$ cat src/rtl/bitstream_pkg.sv
// Shared state encoding and sizing helpers for the bitstream transmitter.
// ST_CHECK exists only when BITSTREAM_TX_CHECKSUM_EN is defined.
package bitstream_pkg;

    localparam int HDR_COUNT_WIDTH = 9;

    typedef enum logic [2:0] {
        ST_IDLE     = 3'd0,
        ST_HEADER   = 3'd1,
        ST_PAYLOAD  = 3'd2,
`ifdef BITSTREAM_TX_CHECKSUM_EN
        ST_CHECK    = 3'd3,
`endif
        ST_DRAIN    = 3'd4,
        ST_WAIT_RDY = 3'd5
    } t_bitstream_tx_state;

    function automatic int BYTES_PER_WORD(input int width);
        return (width + 7) / 8;
    endfunction

endpackage

$ cat src/rtl/bitstream_tx_axis_fifo2.sv
// Two-entry AXI-stream skid FIFO; the head is held stable until it is popped
// and reads as zero while empty so stale words never leak onto the bus.
module axis_fifo2 #(
    parameter int WIDTH = 9
) (
    input  logic             clk,
    input  logic             rst_n,
    input  logic             push,
    input  logic [WIDTH-1:0] push_data,
    input  logic             pop_ready,
    output logic             valid,
    output logic [WIDTH-1:0] head,
    output logic [1:0]       count
);

    logic [WIDTH-1:0] mem_reg [2];
    logic             wr_ptr_reg;
    logic             rd_ptr_reg;
    logic [1:0]       count_reg;
    logic             do_push;
    logic             do_pop;

    assign do_pop  = pop_ready && (count_reg != 2'd0);
    assign do_push = push && (count_reg != 2'd2);

    always_ff @(posedge clk) begin
        if (!rst_n) begin
            mem_reg[0] <= '0;
            mem_reg[1] <= '0;
            wr_ptr_reg <= 1'b0;
            rd_ptr_reg <= 1'b0;
            count_reg  <= 2'd0;
        end else begin
            if (do_push) begin
                mem_reg[wr_ptr_reg] <= push_data;
                wr_ptr_reg          <= ~wr_ptr_reg;
            end
            if (do_pop) begin
                rd_ptr_reg <= ~rd_ptr_reg;
            end
            case ({do_push, do_pop})
                2'b10:   count_reg <= count_reg + 2'd1;
                2'b01:   count_reg <= count_reg - 2'd1;
                default: count_reg <= count_reg;
            endcase
        end
    end

    assign valid = (count_reg != 2'd0);
    assign head  = valid ? mem_reg[rd_ptr_reg] : '0;
    assign count = count_reg;

endmodule

$ cat src/rtl/bitstream_tx.sv
// Byte-wide loader to configuration AXI-stream: header + payload packed LSB-first.
// Define BITSTREAM_TX_CHECKSUM_EN to require a trailing XOR checksum byte.
module bitstream_tx
    import bitstream_pkg::*;
#(
    parameter int BITSTREAM_DATA_WIDTH = 8,
    parameter int TIMEOUT_CYCLES       = 1024
) (
    input  logic                            clk,
    input  logic                            rst_n,
    input  logic                            start,
    input  logic [7:0]                      byte_in,
    input  logic                            byte_valid,
    output logic                            byte_ready,
    output logic                            cfg_bitstream_tvalid,
    output logic [BITSTREAM_DATA_WIDTH-1:0] cfg_bitstream_tdata,
    output logic                            cfg_bitstream_tlast,
    input  logic                            cfg_bitstream_tready,
    output logic                            cfg,
    input  logic                            cfg_ready,
    output logic                            busy,
    output logic                            done,
    output logic                            err
);

    localparam int W     = BITSTREAM_DATA_WIDTH;
    localparam int BPW   = BYTES_PER_WORD(W);
    localparam int IDX_W = (BPW > 1) ? $clog2(BPW) : 1;
    localparam int TO_W  = $clog2(TIMEOUT_CYCLES + 1);

    t_bitstream_tx_state        state_reg;
    logic [IDX_W-1:0]           byte_idx_reg;
    logic [HDR_COUNT_WIDTH-1:0] words_left_reg;
    logic [BPW*8-1:0]           word_reg;
    logic [BPW*8-1:0]           word_next;
    logic [TO_W-1:0]            timeout_cnt_reg;
    logic                       cfg_reg;
    logic                       done_reg;
    logic                       err_reg;
`ifdef BITSTREAM_TX_CHECKSUM_EN
    logic [7:0]                 xor_reg;
`endif

    logic       byte_accept;
    logic       word_end;
    logic       last_word;
    logic       fifo_push;
    logic [W:0] fifo_push_data;
    logic [W:0] fifo_head;
    logic       fifo_valid;
    logic [1:0] fifo_count;
    logic       drain_done;

    // Each lane takes the incoming byte when it is the lane being filled.
    for (genvar gi = 0; gi < BPW; gi++) begin : g_byte_lane
        assign word_next[8*gi +: 8] = (byte_idx_reg == IDX_W'(gi)) ? byte_in
                                                                   : word_reg[8*gi +: 8];
    end

    always_comb begin
        byte_ready = 1'b0;
        case (state_reg)
            ST_HEADER:  byte_ready = 1'b1;
            ST_PAYLOAD: byte_ready = (fifo_count < 2'd2);
`ifdef BITSTREAM_TX_CHECKSUM_EN
            ST_CHECK:   byte_ready = 1'b1;
`endif
            default:    byte_ready = 1'b0;
        endcase
    end

    assign byte_accept    = byte_valid && byte_ready;
    assign word_end       = (byte_idx_reg == IDX_W'(BPW - 1));
    assign last_word      = (words_left_reg == HDR_COUNT_WIDTH'(1));
    assign fifo_push      = byte_accept && (state_reg == ST_PAYLOAD) && word_end;
    assign fifo_push_data = {last_word, word_next[W-1:0]};
    // Leave DRAIN in the same cycle the final beat handshakes.
    assign drain_done     = (fifo_count == 2'd0) ||
                            ((fifo_count == 2'd1) && cfg_bitstream_tready);

    axis_fifo2 #(
        .WIDTH(W + 1)
    ) u_fifo (
        .clk      (clk),
        .rst_n    (rst_n),
        .push     (fifo_push),
        .push_data(fifo_push_data),
        .pop_ready(cfg_bitstream_tready),
        .valid    (fifo_valid),
        .head     (fifo_head),
        .count    (fifo_count)
    );

    always_ff @(posedge clk) begin
        if (!rst_n) begin
            state_reg       <= ST_IDLE;
            byte_idx_reg    <= '0;
            words_left_reg  <= '0;
            word_reg        <= '0;
            timeout_cnt_reg <= '0;
            cfg_reg         <= 1'b0;
            done_reg        <= 1'b0;
            err_reg         <= 1'b0;
`ifdef BITSTREAM_TX_CHECKSUM_EN
            xor_reg         <= 8'd0;
`endif
        end else begin
            cfg_reg  <= 1'b0;
            done_reg <= 1'b0;
            case (state_reg)
                ST_IDLE: begin
                    if (start) begin
                        state_reg       <= ST_HEADER;
                        cfg_reg         <= 1'b1;
                        err_reg         <= 1'b0;
                        byte_idx_reg    <= '0;
                        word_reg        <= '0;
                        timeout_cnt_reg <= '0;
`ifdef BITSTREAM_TX_CHECKSUM_EN
                        xor_reg         <= 8'd0;
`endif
                    end
                end
                ST_HEADER: begin
                    if (byte_accept) begin
                        words_left_reg <= HDR_COUNT_WIDTH'(byte_in) + HDR_COUNT_WIDTH'(1);
                        state_reg      <= ST_PAYLOAD;
                    end
                end
                ST_PAYLOAD: begin
                    if (byte_accept) begin
`ifdef BITSTREAM_TX_CHECKSUM_EN
                        xor_reg <= xor_reg ^ byte_in;
`endif
                        if (word_end) begin
                            byte_idx_reg   <= '0;
                            word_reg       <= '0;
                            words_left_reg <= words_left_reg - HDR_COUNT_WIDTH'(1);
                            if (last_word) begin
`ifdef BITSTREAM_TX_CHECKSUM_EN
                                state_reg <= ST_CHECK;
`else
                                state_reg <= ST_DRAIN;
`endif
                            end
                        end else begin
                            byte_idx_reg <= byte_idx_reg + IDX_W'(1);
                            word_reg     <= word_next;
                        end
                    end
                end
`ifdef BITSTREAM_TX_CHECKSUM_EN
                ST_CHECK: begin
                    if (byte_accept) begin
                        if (byte_in != xor_reg) begin
                            err_reg <= 1'b1;
                        end
                        state_reg <= ST_DRAIN;
                    end
                end
`endif
                ST_DRAIN: begin
                    if (drain_done) begin
                        state_reg       <= ST_WAIT_RDY;
                        timeout_cnt_reg <= '0;
                    end
                end
                ST_WAIT_RDY: begin
                    if (cfg_ready) begin
                        state_reg <= ST_IDLE;
                        done_reg  <= ~err_reg;
                    end else if (timeout_cnt_reg == TO_W'(TIMEOUT_CYCLES - 1)) begin
                        state_reg <= ST_IDLE;
                        err_reg   <= 1'b1;
                    end else begin
                        timeout_cnt_reg <= timeout_cnt_reg + TO_W'(1);
                    end
                end
                default: state_reg <= ST_IDLE;
            endcase
        end
    end

    assign cfg_bitstream_tvalid = fifo_valid;
    assign cfg_bitstream_tdata  = fifo_head[W-1:0];
    assign cfg_bitstream_tlast  = fifo_head[W];
    assign cfg                  = cfg_reg;
    assign busy                 = (state_reg != ST_IDLE);
    assign done                 = done_reg;
    assign err                  = err_reg;

endmodule
$ cat config.mk
export PLATFORM = sky130hd
export DESIGN_NAME = bitstream_tx
export DESIGN_NICKNAME = d
export VERILOG_FILES = /design/src/rtl/bitstream_pkg.sv /design/src/rtl/bitstream_tx_axis_fifo2.sv /design/src/rtl/bitstream_tx.sv
export SDC_FILE = /design/constraint.sdc
export NUM_CORES = 1
export LEC_CHECK = 0
export CAP_MARGIN = 5
export CORE_AREA = 4 4 83 85
export CTS_BUF_LIST = sky130_fd_sc_hd__clkbuf_8
export DETAILED_ROUTE_END_ITERATION = 16
export DIE_AREA = 0 0 87 89
export DONT_BUFFER_PORTS = 1
export GPL_ROUTABILITY_DRIVEN = 1
export SLEW_MARGIN = 10
export SYNTH_ARGS = -nofsm -noshare
export SYNTH_HDL_FRONTEND = slang
export SYNTH_HIERARCHICAL = 1
export SYNTH_SLANG_ARGS = --single-unit
$ cat constraint.sdc
create_clock -name clk -period 4.46 [get_ports clk]
set_input_delay 1.115 -clock clk [delete_from_list [all_inputs] [get_ports clk]]
set_output_delay 1.115 -clock clk [all_outputs]
set_load 0.02 [all_outputs]
==> qor.yml, run 1 <==
timing:
  finClkSkew_ns: 0.0104
  final_hold_viol_count: 0
  timing.fmax_mhz: 351
  setup_slack_ns: 1.61
  slew_headroom_pct: 43.1
  slew_violations: 0
  rsz0062_at_grt: "false"
  setup_viol: 0
  period_minus_slack_ns: 2.85
  tightest_slew_ns: 0.849
  finalCritPeriodShare_pct: 63.9
  tns_ns: 0
pwr:
  ir_drop_mv: 0.182
  power.net_switching_mw: 0.385
  seq_power_share_pct: 46.6
  power_mw: 1.17
  p_comb_share_pct: 26.1
  clock_power_share_pct: 27.4
  p_leak_nw: 0.979
  power.internal_mw: 0.786
  p_sw_share_pct: 32.9
  power.density_mw_per_mm2: 414
clock_tree:
  postCtsSetupBuffers: 0
  htreeDepth: 2
  tritoncts: "built"
  hold_buffers: 0
  cts-root-buf: "clkbuf_8"
  cts.sinks: 49
  cts_max_path_buffers: 2
  ctsResizeCount: 0
  cts.clk_slew.worst_paths_ns: 0.10
  clk_latency_ns: 0.30
  cts_made_buffers: 5
worst_hold_path:
  holdCritPathClass: "reg -> reg"
  min_from: "words_left_reg[4]$_SDFFE_PN0P_"
  worstHoldPathCells: 2
  min_to: "words_left_reg[4]$_SDFFE_PN0P_"
logic_synthesis:
  syn-mean-instance-area_um2: 9.09
  synth_seq_cells: 49
  synthArstFlopShare_pct: 0
  yosysWarnings: 6
  synthTopCellsByCount: "nor2_1, dfxtp_1, nand2_1, edfxtp_1, a21oi_1"
  synth.top_cell.area_share_pct: 23.1
  syn_nets: 315
  synth_most_common_cell: "nor2_1"
  synth_largest_area_cell: "dfxtp_1"
  synth_edf_count: 18
  ys_top_cells_by_area: "dfxtp_1, edfxtp_1, nor2_1, mux2i_1, nand2_1"
  synth_cell_types: 61
  ys.flop_type: "dfxtp_1"
  synth_area_mm2: 0.00269
  yosysSeqAreaShare_pct: 43.1
  syn_inst: 296
die:
  die_h_um: 89
  die_area_mm2: 0.00774
  core_mm2: 0.00620
  die_width_um: 87
  start_util_pct: 43.4
  top_level_ports: 29
  num_rows: 29
worst_setup_path:
  crit_chain: "nor4b_1, or2_2"
  required_ns: 3.35
  critPathSlowestCell: "nor4b_1"
  crit_fanout: 12
  critPathMaxStageDelay_ns: 0.57
  cp_num_buf_inv: 0
  reg2reg_depth: 5
  path_delay_family: "simple AND/OR/NAND/NOR gates"
  endpoint_kind: "output pin"
  worstPathArrival_ns: 1.73
  worstSetupPathDepth: 2
  regToRegEndpoint: "u_fifo/mem_reg[0][7]$_SDFFCE_PN0P_"
  rrSetupSlack_ns: 2.12
  r2r-start: "state_reg[2]$_SDFFE_PN0P_"
  worstSetupPathType: "reg -> out"
  start_kind: "flip-flop"
routing:
  drt_iter0_drc: 94
  wirelength_mm: 5.57
  wl_per_cell_um: 15.1
  first_pass_iters: 4
  vias: 2057
  via_per_inst: 5.57
  drcViolationCount: 0
  antenna_left: 0
cells_and_area:
  drive_gt1_share_pct: 8.56
  postLayoutCoreUtil_pct: 45.6
  syn2layout_area_growth_pct: 5.07
  fillCellCount: 589
  antenna_cells: 0
  largest_reg_flops: 18
  fin_nets: 310
grt:
  grt_pass1_vias: 1921
  grt_max_degree: 25
  grt_pass1_wl_mm: 9.67
  antenna_found_initial: 0
  track_usage_pct: 15.7
  grt_overflow_total: 0
placed_design:
  dp_hpwl_mm: 4.01
  place_worst_setup_slack_ns: 1.93
  io_buffers: 0
  place_congestion: 0.783
run:
  maxCapViolCount: 0
status:
  run_status: "finished clean"
==> worst register-to-register path, delay by kind of cell, from the launching register on <==
kind          cells  cell delay [ns]
flops             1             0.45
simple gates      5             1.57
==> cell type report <==
type | instances | area [um^2] | area share (%)
clock buffer | 5 | 68.8 | 2.43
clock inverter | 3 | 46.3 | 1.64
inverter | 7 | 26.3 | 0.929
multi-input combinational | 228 | 1430 | 50.5
sequential | 49 | 1160 | 41.1
tap | 77 | 96.3 | 3.41
==> cell usage in the layout, fill, tap and decap left out, types with 2 or more instances in the layout <==
cell type,instances
o21a_1,4
xnor2_1,6
or3_1,8
o31ai_1,4
nor2_1,47
ha_1,5
and3_1,2
xor2_1,5
nand2b_1,2
nor3b_1,2
nand2_1,27
nor4_1,2
nor3_1,5
nand3b_1,3
nand4_1,4
o22ai_1,2
inv_1,7
o21ai_0,16
dfxtp_1,31
a22oi_1,3
edfxtp_1,18
clkbuf_8,5
mux2i_1,11
a211oi_1,2
or4_1,3
nand3_1,14
and2_1,3
a21oi_1,17
==> power by group through the flow <==
stage	Combinational (mW)	Clock [mW]	Sequential, mW
final	0.305	0.321	0.545
after global routing	0.344	0.350	0.553
after CTS	0.308	0.329	0.546
after detailed placement	0.306	0	0.556
after global placement	0.304	0	0.555
after floorplan	0.283	0	0.532
==> worst max path at each step <==
stage                              start                            endpoint  slack [ns]
5_1_grt        state_reg[0]$_SDFFE_PN0P_                          byte_ready        1.47
3_5_place_dp                  byte_valid  u_fifo/mem_reg[0][6]$_SDFFCE_PN0P_        1.93
6_report       state_reg[1]$_SDFFE_PN0P_                          byte_ready        1.61
2_1_floorplan                 byte_valid        u_fifo/count[1]$_SDFFE_PN0P_        2.14
3_3_place_gp   state_reg[0]$_SDFFE_PN0P_                          byte_ready        2.01
4_1_cts        state_reg[1]$_SDFFE_PN0P_                          byte_ready        1.58
==> logic make-up (layout without fill, tap and decap cells) <==
logic type | Yosys count | count (layout) | share of synthesized area (%)
buffers and inverters | 19 | 15 | 3.77
muxes | 11 | 11 | 4.09
adders and majority gates | 5 | 5 | 2.32
xor gates and xnor gates | 11 | 11 | 3.58
and+or+nand+nor | 134 | 134 | 25.4
DFF | 49 | 49 | 43.1
AOI/OAI and AO/OA | 67 | 67 | 17.7
==> through the flow <==
stage	cell area, um^2	instances	hold WS, ns
4_1_cts	2830	369	0.489
3_5_place_dp	2710	361	0.473
6_report	2830	369	0.491
2_1_floorplan	2690	296	0.449
5_1_grt	2830	369	0.501
3_3_place_gp	2710	361	0.465
==> metal layers <==
metal | routed length (um) | share of wire (%) | GRT usage (%) | vias to the layer above
met1 | 2880 | 52 | 23.4 | 960
met5 | 0 | 0 | 0 | -
met2 | 2400 | 43 | 22.4 | 36
li1 | - | - | - | 1056
met3 | 219 | 3.9 | 3.78 | 5
met4 | 69 | 1.2 | 4.39 | 0
(Power assumes the default switching activity.)
==> run 2: changes to the inputs <==
clock period = 2.28 ns   (was 4.46 ns; I/O delays follow)
==> qor.yml, run 2 (synthesis results as in run 1) <==
clock_tree:
  tritoncts: "built"
  cts_made_buffers: 5
  cts_max_path_buffers: 2
  hold_buffers: 0
  htreeDepth: 2
  cts.clk_slew.worst_paths_ns: 0.09
  postCtsSetupBuffers: 0
  cts-root-buf: "clkbuf_8"
  cts.sinks: 49
  ctsResizeCount: 1
  clk_latency_ns: 0.31
placed_design:
  io_buffers: 0
  place_congestion: 0.793
  placed_area_mm2: 0.00276
  place_worst_setup_slack_ns: 0.291
  dp_hpwl_mm: 4.18
grt:
  antenna_found_initial: 0
  grt_max_degree: 25
  grt_pass1_wl_mm: 9.55
  grt_pass1_vias: 1967
  grt_overflow_total: 0
  track_usage_pct: 15.5
cells_and_area:
  postLayoutCoreUtil_pct: 46.2
  layout_commonest_cell: "nor2_1"
  syn2layout_area_growth_pct: 6.42
  largest_reg_flops: 18
  finalInstanceArea_mm2: 0.00286
  drive_gt1_share_pct: 11.1
  layout_common_cells: "nor2_1, dfxtp_1, nand2_1"
  fin_nets: 316
  antenna_cells: 0
timing:
  rsz0062_at_grt: "false"
  timing.fmax_mhz: 477
  setup_slack_ns: 0.182
  tightest_slew_ns: 0.639
  slew_violations: 0
  slew_headroom_pct: 57.2
  period_minus_slack_ns: 2.10
  final_hold_viol_count: 0
  finalCritPeriodShare_pct: 92.0
  hold_slack_ns: 0.383
  finClkSkew_ns: 0.00911
  setup_viol: 0
  tns_ns: 0
die:
  start_util_pct: 43.4
  die_width_um: 87
  top_level_ports: 29
  num_rows: 29
  die_h_um: 89
  core_mm2: 0.00620
  die_area_mm2: 0.00774
routing:
  drcViolationCount: 0
  drt_iter0_drc: 81
  antenna_left: 0
  vias: 2082
  wirelength_mm: 5.72
  first_pass_iters: 4
  wl_per_cell_um: 15.2
  via_per_inst: 5.55
pwr:
  ir_drop_mv: 0.357
  power.density_mw_per_mm2: 781
  p_leak_nw: 1.00
worst_setup_path:
  endpoint_kind: "output pin"
  worstPathArrival_ns: 1.53
  crit_fanout: 10
  worstSetupPathType: "reg -> out"
  start_kind: "flip-flop"
  required_ns: 1.71
run:
  maxCapViolCount: 0
status:
  run_status: "finished clean"
worst_hold_path:
  holdCritPathClass: "in -> reg"
[run 2: cell types whose count changed in the layout (fill, tap and decap cells not counted)]
cell / before / now
nor3b_1: 2 / 1
nor3b_2: 1 / 2
nor4b_2: 0 / 1
bufinv_16: 1 / 0
clkinvlp_4: 1 / 2
inv_8: 0 / 1
clkinv_4: 1 / 0
nor4b_1: 1 / 0
buf_4: 0 / 6
[run 2: final cells by class]
type / instances / area [um^2]
Clock buffer: 5 / 68.8
Clock inverter: 3 / 26.3
Fill cell: 598 / 3340
Inverter: 7 / 26.3
Multi-Input combinational cell: 228 / 1440
Sequential cell: 49 / 1160
Tap cell: 77 / 96.3
Timing Repair Buffer: 6 / 45.0
[run 2: path summary, 6_finish.rpt]
kind | cells past startpoint | endpoint | slack (ns) | start
worst max-delay path | 2 | cfg_bitstream_tdata[3] | 0.18 | u_fifo/count[1]$_SDFFE_PN0P_
worst min-delay path | 2 | done$_SDFF_PN0_ | 0.38 | cfg_ready
worst max register to register | 6 | timeout_cnt_reg[5]$_SDFFE_PN0P_ | 0.25 | timeout_cnt_reg[0]$_SDFFE_PN0P_
worst min register to register | 2 | words_left_reg[8]$_SDFFE_PN0P_ | 0.48 | words_left_reg[8]$_SDFFE_PN0P_
[run 2: power by group]
group,switching (mW),internal (mW),total [mW]
Clock,0.313,0.223,0.536
Sequential,0.0856,0.978,1.06
Combinational,0.380,0.258,0.638
Total,0.778,1.46,2.24
[run 2: critical path, cell delays in order (launching register included)]
cell and delay [ns]:
dfxtp_1 0.43, nor2_1 0.54, nor2_1 0.26
[run 2: metrics by stage]
| stage | std cells | total power [mW] |
|---|---|---|
| global placement | 367 | 1.71 |
| CTS | 375 | 2.27 |
| floorplan | 296 | 1.59 |
| global route | 375 | 2.39 |
| detailed placement | 367 | 1.72 |
| finish | 375 | 2.24 |
[run 2: routing by layer]
layer	up-vias	track usage, %	share of wire [%]
met3	5	4.15	3.9
li1	1075	-	-
met2	24	23.7	45
met4	0	4.25	1.2
met5	-	0	0
met1	978	21.8	50
